## src/rtl/bht_write_arbiter.sv

```systemverilog
// Single write port arbiter for the BHT: ID allocations, EXE counter updates
// (with a small pending FIFO and stale-entry cancel) and an invalidation sweep.
module bht_write_arbiter #(
  parameter int unsigned ENTRIES = 64,
  parameter int unsigned ENTRY_W = 20,
  parameter int unsigned QDEPTH  = 2
) (
  input  logic                         CLK,
  input  logic                         nrst,
  input  logic                         en,
  input  logic                         id_req,
  input  logic [$clog2(ENTRIES)-1:0]   id_addr,
  input  logic [ENTRY_W-1:0]           id_data,
  input  logic                         exe_req,
  input  logic [$clog2(ENTRIES)-1:0]   exe_addr,
  input  logic [ENTRY_W-1:0]           exe_data,
  input  logic                         inv_start,
  output logic                         inv_busy,
  output logic                         inv_done,
  output logic                         wr_en,
  output logic [$clog2(ENTRIES)-1:0]   wr_addr,
  output logic [ENTRY_W-1:0]           wr_data,
  output logic                         exe_drop,
  output logic [$clog2(QDEPTH+1)-1:0]  q_count
);

  localparam int unsigned AW   = $clog2(ENTRIES);
  localparam int unsigned CW   = $clog2(QDEPTH + 1);
  localparam int unsigned CNTW = AW + 1;

  localparam logic [0:0] IDLE  = 1'b0;
  localparam logic [0:0] SWEEP = 1'b1;

  logic [0:0]         state;
  logic [CNTW-1:0]    cnt;
  logic [AW-1:0]      q_addr [QDEPTH];
  logic [ENTRY_W-1:0] q_data [QDEPTH];

  logic [QDEPTH-1:0]  surv;
  logic [AW-1:0]      k_addr [QDEPTH];
  logic [ENTRY_W-1:0] k_data [QDEPTH];
  logic [CW-1:0]      k_cnt;
  logic [AW-1:0]      n_addr [QDEPTH];
  logic [ENTRY_W-1:0] n_data [QDEPTH];
  logic [CW-1:0]      n_cnt;
  logic               pop;
  logic               push;
  logic               drop;
  logic               w_en;
  logic [AW-1:0]      w_addr;
  logic [ENTRY_W-1:0] w_data;

  always_comb begin
    surv   = '0;
    k_addr = '{default: '0};
    k_data = '{default: '0};
    k_cnt  = '0;
    // Cancel queued entries whose slot is being reallocated, then compact the
    // survivors to the head so pop/push stay simple shifts.
    for (int unsigned i = 0; i < QDEPTH; i++) begin
      surv[i] = (CW'(i) < q_count) && !(id_req && (q_addr[i] == id_addr));
      if (surv[i]) begin
        for (int unsigned j = 0; j < QDEPTH; j++) begin
          if (CW'(j) == k_cnt) begin
            k_addr[j] = q_addr[i];
            k_data[j] = q_data[i];
          end
        end
        k_cnt = k_cnt + CW'(1);
      end
    end

    pop    = !id_req && (k_cnt != '0);
    n_addr = k_addr;
    n_data = k_data;
    n_cnt  = k_cnt;
    if (pop) begin
      for (int unsigned j = 0; j < QDEPTH - 1; j++) begin
        n_addr[j] = k_addr[j+1];
        n_data[j] = k_data[j+1];
      end
      n_addr[QDEPTH-1] = '0;
      n_data[QDEPTH-1] = '0;
      n_cnt = k_cnt - CW'(1);
    end

    push = exe_req && (id_req || pop) && (n_cnt != CW'(QDEPTH));
    drop = exe_req && id_req && (n_cnt == CW'(QDEPTH));
    if (push) begin
      for (int unsigned j = 0; j < QDEPTH; j++) begin
        if (CW'(j) == n_cnt) begin
          n_addr[j] = exe_addr;
          n_data[j] = exe_data;
        end
      end
      n_cnt = n_cnt + CW'(1);
    end

    w_en   = 1'b0;
    w_addr = '0;
    w_data = '0;
    if (id_req) begin
      w_en   = 1'b1;
      w_addr = id_addr;
      w_data = id_data;
    end else if (pop) begin
      w_en   = 1'b1;
      w_addr = k_addr[0];
      w_data = k_data[0];
    end else if (exe_req) begin
      w_en   = 1'b1;
      w_addr = exe_addr;
      w_data = exe_data;
    end
  end

  always_ff @(posedge CLK) begin
    if (!nrst) begin
      state    <= IDLE;
      cnt      <= '0;
      q_addr   <= '{default: '0};
      q_data   <= '{default: '0};
      q_count  <= '0;
      wr_en    <= 1'b0;
      wr_addr  <= '0;
      wr_data  <= '0;
      inv_busy <= 1'b0;
      inv_done <= 1'b0;
      exe_drop <= 1'b0;
    end else if (!en) begin
      wr_en    <= 1'b0;
      exe_drop <= 1'b0;
      inv_done <= 1'b0;
    end else begin
      wr_en    <= 1'b0;
      exe_drop <= 1'b0;
      inv_done <= 1'b0;
      case (state)
        IDLE: begin
          if (inv_start) begin
            state    <= SWEEP;
            inv_busy <= 1'b1;
            cnt      <= '0;
            q_count  <= '0;
          end else begin
            q_addr   <= n_addr;
            q_data   <= n_data;
            q_count  <= n_cnt;
            exe_drop <= drop;
            if (w_en) begin
              wr_en   <= 1'b1;
              wr_addr <= w_addr;
              wr_data <= w_data;
            end
          end
        end
        SWEEP: begin
          // Extra cycle after the last write keeps inv_busy high over every sweep write.
          if (cnt == CNTW'(ENTRIES)) begin
            state    <= IDLE;
            inv_busy <= 1'b0;
            inv_done <= 1'b1;
          end else begin
            wr_en   <= 1'b1;
            wr_addr <= cnt[AW-1:0];
            wr_data <= '0;
            cnt     <= cnt + CNTW'(1);
          end
        end
        default: state <= IDLE;
      endcase
    end
  end

endmodule

```

## config.mk

```make
export PLATFORM = sky130hd
export DESIGN_NAME = bht_write_arbiter
export DESIGN_NICKNAME = d
export VERILOG_FILES = /design/src/rtl/bht_write_arbiter.sv
export SDC_FILE = /design/constraint.sdc
export NUM_CORES = 1
export LEC_CHECK = 0
export ABC_AREA = 1
export CAP_MARGIN = 20
export CORE_UTILIZATION = 29
export CTS_BUF_LIST = sky130_fd_sc_hd__clkbuf_16
export CTS_CLUSTER_SIZE = 40
export DETAILED_ROUTE_END_ITERATION = 10
export GPL_TIMING_DRIVEN = 0
export PLACE_DENSITY = 0.55
export SLEW_MARGIN = 15
export SYNTH_ARGS = -nofsm -noshare
export SYNTH_HDL_FRONTEND = slang
export SYNTH_SLANG_ARGS = --single-unit
```

## constraint.sdc

```tcl
create_clock -name CLK -period 2.74 [get_ports CLK]
set_clock_uncertainty 0.1 [all_clocks]
set_input_delay 0.411 -clock CLK [delete_from_list [all_inputs] [get_ports CLK]]
set_output_delay 0.411 -clock CLK [all_outputs]
set_load 0.1 [all_outputs]
```

== Word-level counts from Yosys, hierarchy flattened ==
Index checks and enable logic that the tools add are counted.

* Output and inout bits: 32
* Input port bits: 58
* Flip-flop bits (word level): 92
* Word-level logic and storage cells: 110

* $lt $le $gt $ge: 2
* Mux-type cells: 51
* Add/subtract/negate cells: 4
* Reduce and logical (&&, ||, !) cells: 24
* Equality and inequality tests: 12
* Bitwise gates (word level): 4

{| class="wikitable"
|+ Operators by type and width
! cell !! count
|-
| 20-bit two-way mux || 11
|-
| 40-bit two-way mux || 3
|-
| 6-bit two-way mux || 11
|-
| 20-bit case mux with 2 select lines || 1
|-
| 12-bit two-way mux || 3
|-
| 7-bit two-way mux || 2
|-
| 7-bit case mux with 2 select lines || 1
|-
| 6-bit == test || 2
|-
| 6-bit case mux with 2 select lines || 1
|-
| 3-bit AND reduction || 4
|-
| 1-bit two-way mux || 11
|-
| 2-bit inequality test (second input constant) || 5
|-
| 1-bit logical AND || 9
|-
| 2-bit two-way mux || 4
|-
| 7-bit by 1-bit adder with 7-bit output (second input constant) || 1
|-
| 7-bit == test (second input constant) || 1
|-
| 1-bit case mux with 2 select lines || 3
|-
| 2-bit by 1-bit adder with 2-bit output (second input constant) || 2
|-
| 1-bit by 2-bit == test with 1-bit output (first input constant) || 2
|-
| 2-bit zero test || 2
|-
| 1-bit by 2-bit less-than comparator with 1-bit output (first input constant) || 2
|-
| 1-bit NOT || 4
|-
| 2-bit AND reduction || 2
|-
| 4-bit AND reduction || 1
|-
| 7 further kinds || 9
|}

== Depth between registers and ports, before layout ==
* Depth in word-level cells: 14
* Mapped depth: 21
* Gate-level depth less buffers: 17

== Worst setup path before layout ==
No wires, ideal clock.

* Kind: register -> register
* From: register q_count[1]
* To: register q_data[35] (netlist bit)
* Data required time: 2.508 ns
* Path slack: -0.881 ns
* Period minus slack after synthesis: 3.621 ns
* Stages on the path, launching flop included: 16
* Setup time: 0.132 ns
* Arrival time: 3.389 ns
* Path buffers: 4
* Cells stage by stage: dfxtp_1 > buf_2 > buf_1 > nand2_1 > ha_1 > nor2_1 > buf_2 > o21ai_0 > ha_1 > nor3_4 > nand2_1 > buf_2 > nor2_1 > nor2_1 > nand2_1 > a21oi_1

* Longest elaborated chain between the ends: 11
* Elaborated cells on any way between the ends: 25
* Those cells by class: add/sub: 2; order compare: 2; eq/ne: 2; mux: 10; reduce/logical: 9

{| class="wikitable"
|+ Ends and longest elaborated chain
! what !! RTL line !! text
|-
| from (decl) || 24 || <nowiki>output logic [$clog2(QDEPTH+1)-1:0] q_count</nowiki>
|-
| from (signal assigned) || 148 || <nowiki>q_count <= n_cnt;</nowiki>
|-
| branches (longest 10 deep; another with 1-bit by 2-bit less-than comparator with 1-bit output) || - ||
|-
| 40-bit two-way mux * || 89 || <nowiki>if (push) begin</nowiki>
|-
| to (signal assigned) || 147 || <nowiki>q_data <= n_data;</nowiki>
|-
| to (decl) || 37 || <nowiki>logic [ENTRY_W-1:0] q_data [QDEPTH];</nowiki>
|}

Every way passes the cells marked *.
A chain may end at the register's enable or synchronous reset.

== Worst setup path after layout ==
* From: input port id_addr[0]
* To: register q_data[24] (netlist bit)

* Longest elaborated chain between the ends: 13
* Elaborated cells on any way between the ends: 29
* Those cells by class: add/sub: 2; eq/ne: 4; mux: 10; reduce/logical: 13

{| class="wikitable"
|+ Ends and longest elaborated chain
! what !! RTL line !! text
|-
| from (decl) || 12 || <nowiki>input logic [$clog2(ENTRIES)-1:0] id_addr,</nowiki>
|-
| branches (longest 12 deep; another with 2-bit by 1-bit adder with 2-bit output) || - ||
|-
| 40-bit two-way mux * || 89 ||
|}

Marks and branches as above.

==> results.json <==
{
  "tightest_slew_ns": 0.972,
  "fmax_ghz": 0.360,
  "arrival_ns": 2.89,
  "worst_r2r_path_depth": 18,
  "synthFlopType": "dfxtp_1",
  "peakVddDrop_v": 0.000318,
  "yosys.cell_count.top_type": "nand2_1",
  "relSlewSlack_pct": 35.0,
  "gp_congestion": 0.842,
  "hold_viol_final": 0,
  "synth_area_um2": 5770,
  "die_y_um": 143,
  "cellPowerDensity_nw_per_um2": 491,
  "drive_above_1_share_pct": 17.7,
  "synthesis.instances": 921,
  "seqPwrFrac_pct": 37.2,
  "avgViaCountPerCell": 5.01,
  "synth_top_area_share_pct": 31.9,
  "grt_pass1_wl_um": 33900,
  "power_frac_clock_pct": 30.4,
  "hold_buffers": 0,
  "h-tree-depth": 3,
  "die-area_um2": 20500,
  "insertion_delay_ns": 0.35,
  "cts_tree": "built",
  "worst_ep_required_time_ns": 2.86,
  "critPathMaxFanout": 6,
  "syn2layout_area_growth_pct": 37.0,
  "io_buffers": 87,
  "utilization_pct": 40.6,
  "final-setup-viol-count": 13,
  "synth_edf_count": 0,
  "fin_crit_ns": 2.77,
  "drtAntennaViolNets": 0,
  "post-route-period-util_pct": 101,
  "async_flop_share_pct": 0,
  "critPathCaptureType": "flop",
  "setup_slack_ns": -0.0342,
  "core_um2": 19500,
  "initial_core_util_pct": 29.6,
  "combPwrFrac_pct": 32.3,
  "p_sw_share_pct": 36.3,
  "drc": 0,
  "fillers": 2102,
  "wire_per_inst_um": 16.8,
  "maxSlewViolCount": 0,
  "clk_path_buf_depth": 2,
  "overflow": 0,
  "violations": "setup timing",
  "startpoint_type": "input pin",
  "insertedDiodeCount": 0,
  "yosys-top-cells-count": "233 x nand2_1, 153 x nand3_1, 117 x a21oi_1",
  "whs_path_depth": 2,
  "max-cap-violations": 0,
  "hp-class": "flop to flop",
  "grt_antenna_before_repair": 0,
  "cts_root_buf": "clkbuf_16",
  "vias": 6585,
  "cts_sinks": 92,
  "worstSetupPathType": "input pin to flop",
  "drtIter0Drc": 526,
  "ys_seq_area_share_pct": 31.9,
  "dr.pass1.iters": 7,
  "grt_max_degree": 18,
  "hpwl_um": 15500,
  "ys_types": 34,
  "path_clk_slew_ns": 0.07,
  "synth_top_area_cell": "dfxtp_1",
  "cts_made_buffers": 9,
  "power.total_mw": 3.88,
  "stdcell_count": 1314,
  "ys_seq_elements": 92,
  "status": "finished, violations left",
  "p_sw_mw": 1.41,
  "wl_um": 22000,
  "internal-power_mw": 2.47,
  "p_leak_nw": 3.05,
  "dieWidth_um": 143,
  "multi_input_area_um2": 3590,
  "yosys-top-cells-area": "dfxtp_1 32%, nand2_1 15%, nand3_1 13%",
  "syn_avg_cell_area_um2": 6.26,
  "dp_cells": 1273,
  "syn_nets": 987,
  "layout.nets": 1111,
  "rsz0062_at_grt": "yes",
  "grt_pass1_vias": 6165,
  "rows": 51,
  "yosysWarnings": 0,
  "seq_area_um2": 1860,
  "r2r_slack_ns": -0.03,
  "grt_util_all_layers_pct": 22.1,
  "ioPinCount": 90
}
## power groups by stage
stage	Sequential, mW	Clock [mW]	Combinational, mW
after floorplan	1.62	0	0.566
after global placement	1.47	0	1.07
after detailed placement	1.47	0	1.07
after CTS	1.44	1.20	1.22
after global routing	1.45	1.25	1.35
final	1.45	1.18	1.25
## worst max-delay path, cell delays in order
cell	delay, ns
dlygate4sd2_1	0.26
inv_2	0.08
nand2_1	0.05
o211ai_1	0.11
nor2_2	0.08
nand2_4	0.11
nand2_8	0.07
buf_12	0.14
ha_4	0.16
nor2_4	0.11
buf_6	0.16
xnor2_4	0.10
ha_4	0.18
nor3_4	0.17
nand2_4	0.12
buf_6	0.13
buf_8	0.13
nor2_4	0.09
nor2_1	0.05
nand2_1	0.12
a21oi_2	0.05
## cells by family after synthesis
kind of cell / after synthesis / share of synthesized area, %
AO/OA/AOI/OAI: 191 / 17.8
adder cells (fa/ha/maj): 8 / 1.74
XOR/XNOR: 3 / 0.456
buffers and inverters: 135 / 10.6
AND/OR/NAND/NOR: 492 / 37.5
flip-flops: 92 / 31.9
## flip-flops by register name, indices dropped and copies added (netlist names)
name,cells
inv_done,1
state,1
inv_busy,1
cnt,7
q_addr,12
wr_addr,6
q_data,40
exe_drop,1
wr_data,20
wr_en,1
q_count,2
## worst paths after layout
| kind | startpoint | endpoint |
|---|---|---|
| setup / recovery | id_addr[0] | q_data[24]$_SDFFE_PN0P_ |
| hold / removal | wr_data[5]$_SDFFE_PN0P_ | wr_data[5]$_SDFFE_PN0P_ |
| setup reg to reg | q_addr[11]$_SDFFE_PN0P_ | q_data[24]$_SDFFE_PN0P_ |
| hold reg to reg | wr_data[5]$_SDFFE_PN0P_ | wr_data[5]$_SDFFE_PN0P_ |
## stage by stage
| stage | setup slack [ns] | hold WS, ns | area, um2 | TNS [ns] |
|---|---|---|---|---|
| after CTS | -0.0533 | 0.367 | 7780 | -1.07 |
| after floorplan | -0.0558 | 0.345 | 5910 | -1.64 |
| final | -0.0342 | 0.364 | 7900 | -0.158 |
| after global placement | -1.01 | 0.352 | 7120 | -73.36 |
| after detailed placement | -1.03 | 0.356 | 7120 | -74.75 |
| after global routing | -0.140 | 0.381 | 7900 | -4.23 |
## final cells by class
class,instances,share of cell area [%]
buffer,60,5.27
clock inverter,6,0.443
sequential,92,23.5
clock buffer,9,2.85
multi-input combinational,694,45.4
timing repair buffer,117,14.7
tap,265,4.20
inverter,71,3.58
## timing repair
item	in CTS	in global routing
buffers inserted	26	3
resized for setup	55	53
cloned	3	0
endpoints found under the setup margin	81	73
pin swaps	31	29
## layout by cell type (no fill, tap or decap), drive strengths merged, types with 3 or more instances in the layout
master,synthesis,routed
a31oi,4,4
o21ai,50,50
dlygate4sd2,0,3
a32oi,14,14
nand3,154,154
buf,37,61
clkdlybuf4s15,0,3
clkdlybuf4s50,0,81
a21oi,118,118
inv,69,70
ha,8,8
clkinv,2,6
nand2,236,236
dfxtp,92,92
nor3,7,7
clkbuf,27,38
nor2,92,92
## layer usage
metal,share of wire [%],global-route usage (%),up-vias
li1,-,-,3307
met1,46,29.6,3028
met2,45,35.6,208
met3,5.9,3.29,42
met4,2.7,8.43,0
met5,0,0,-
Power figures use the tool's default switching activity.
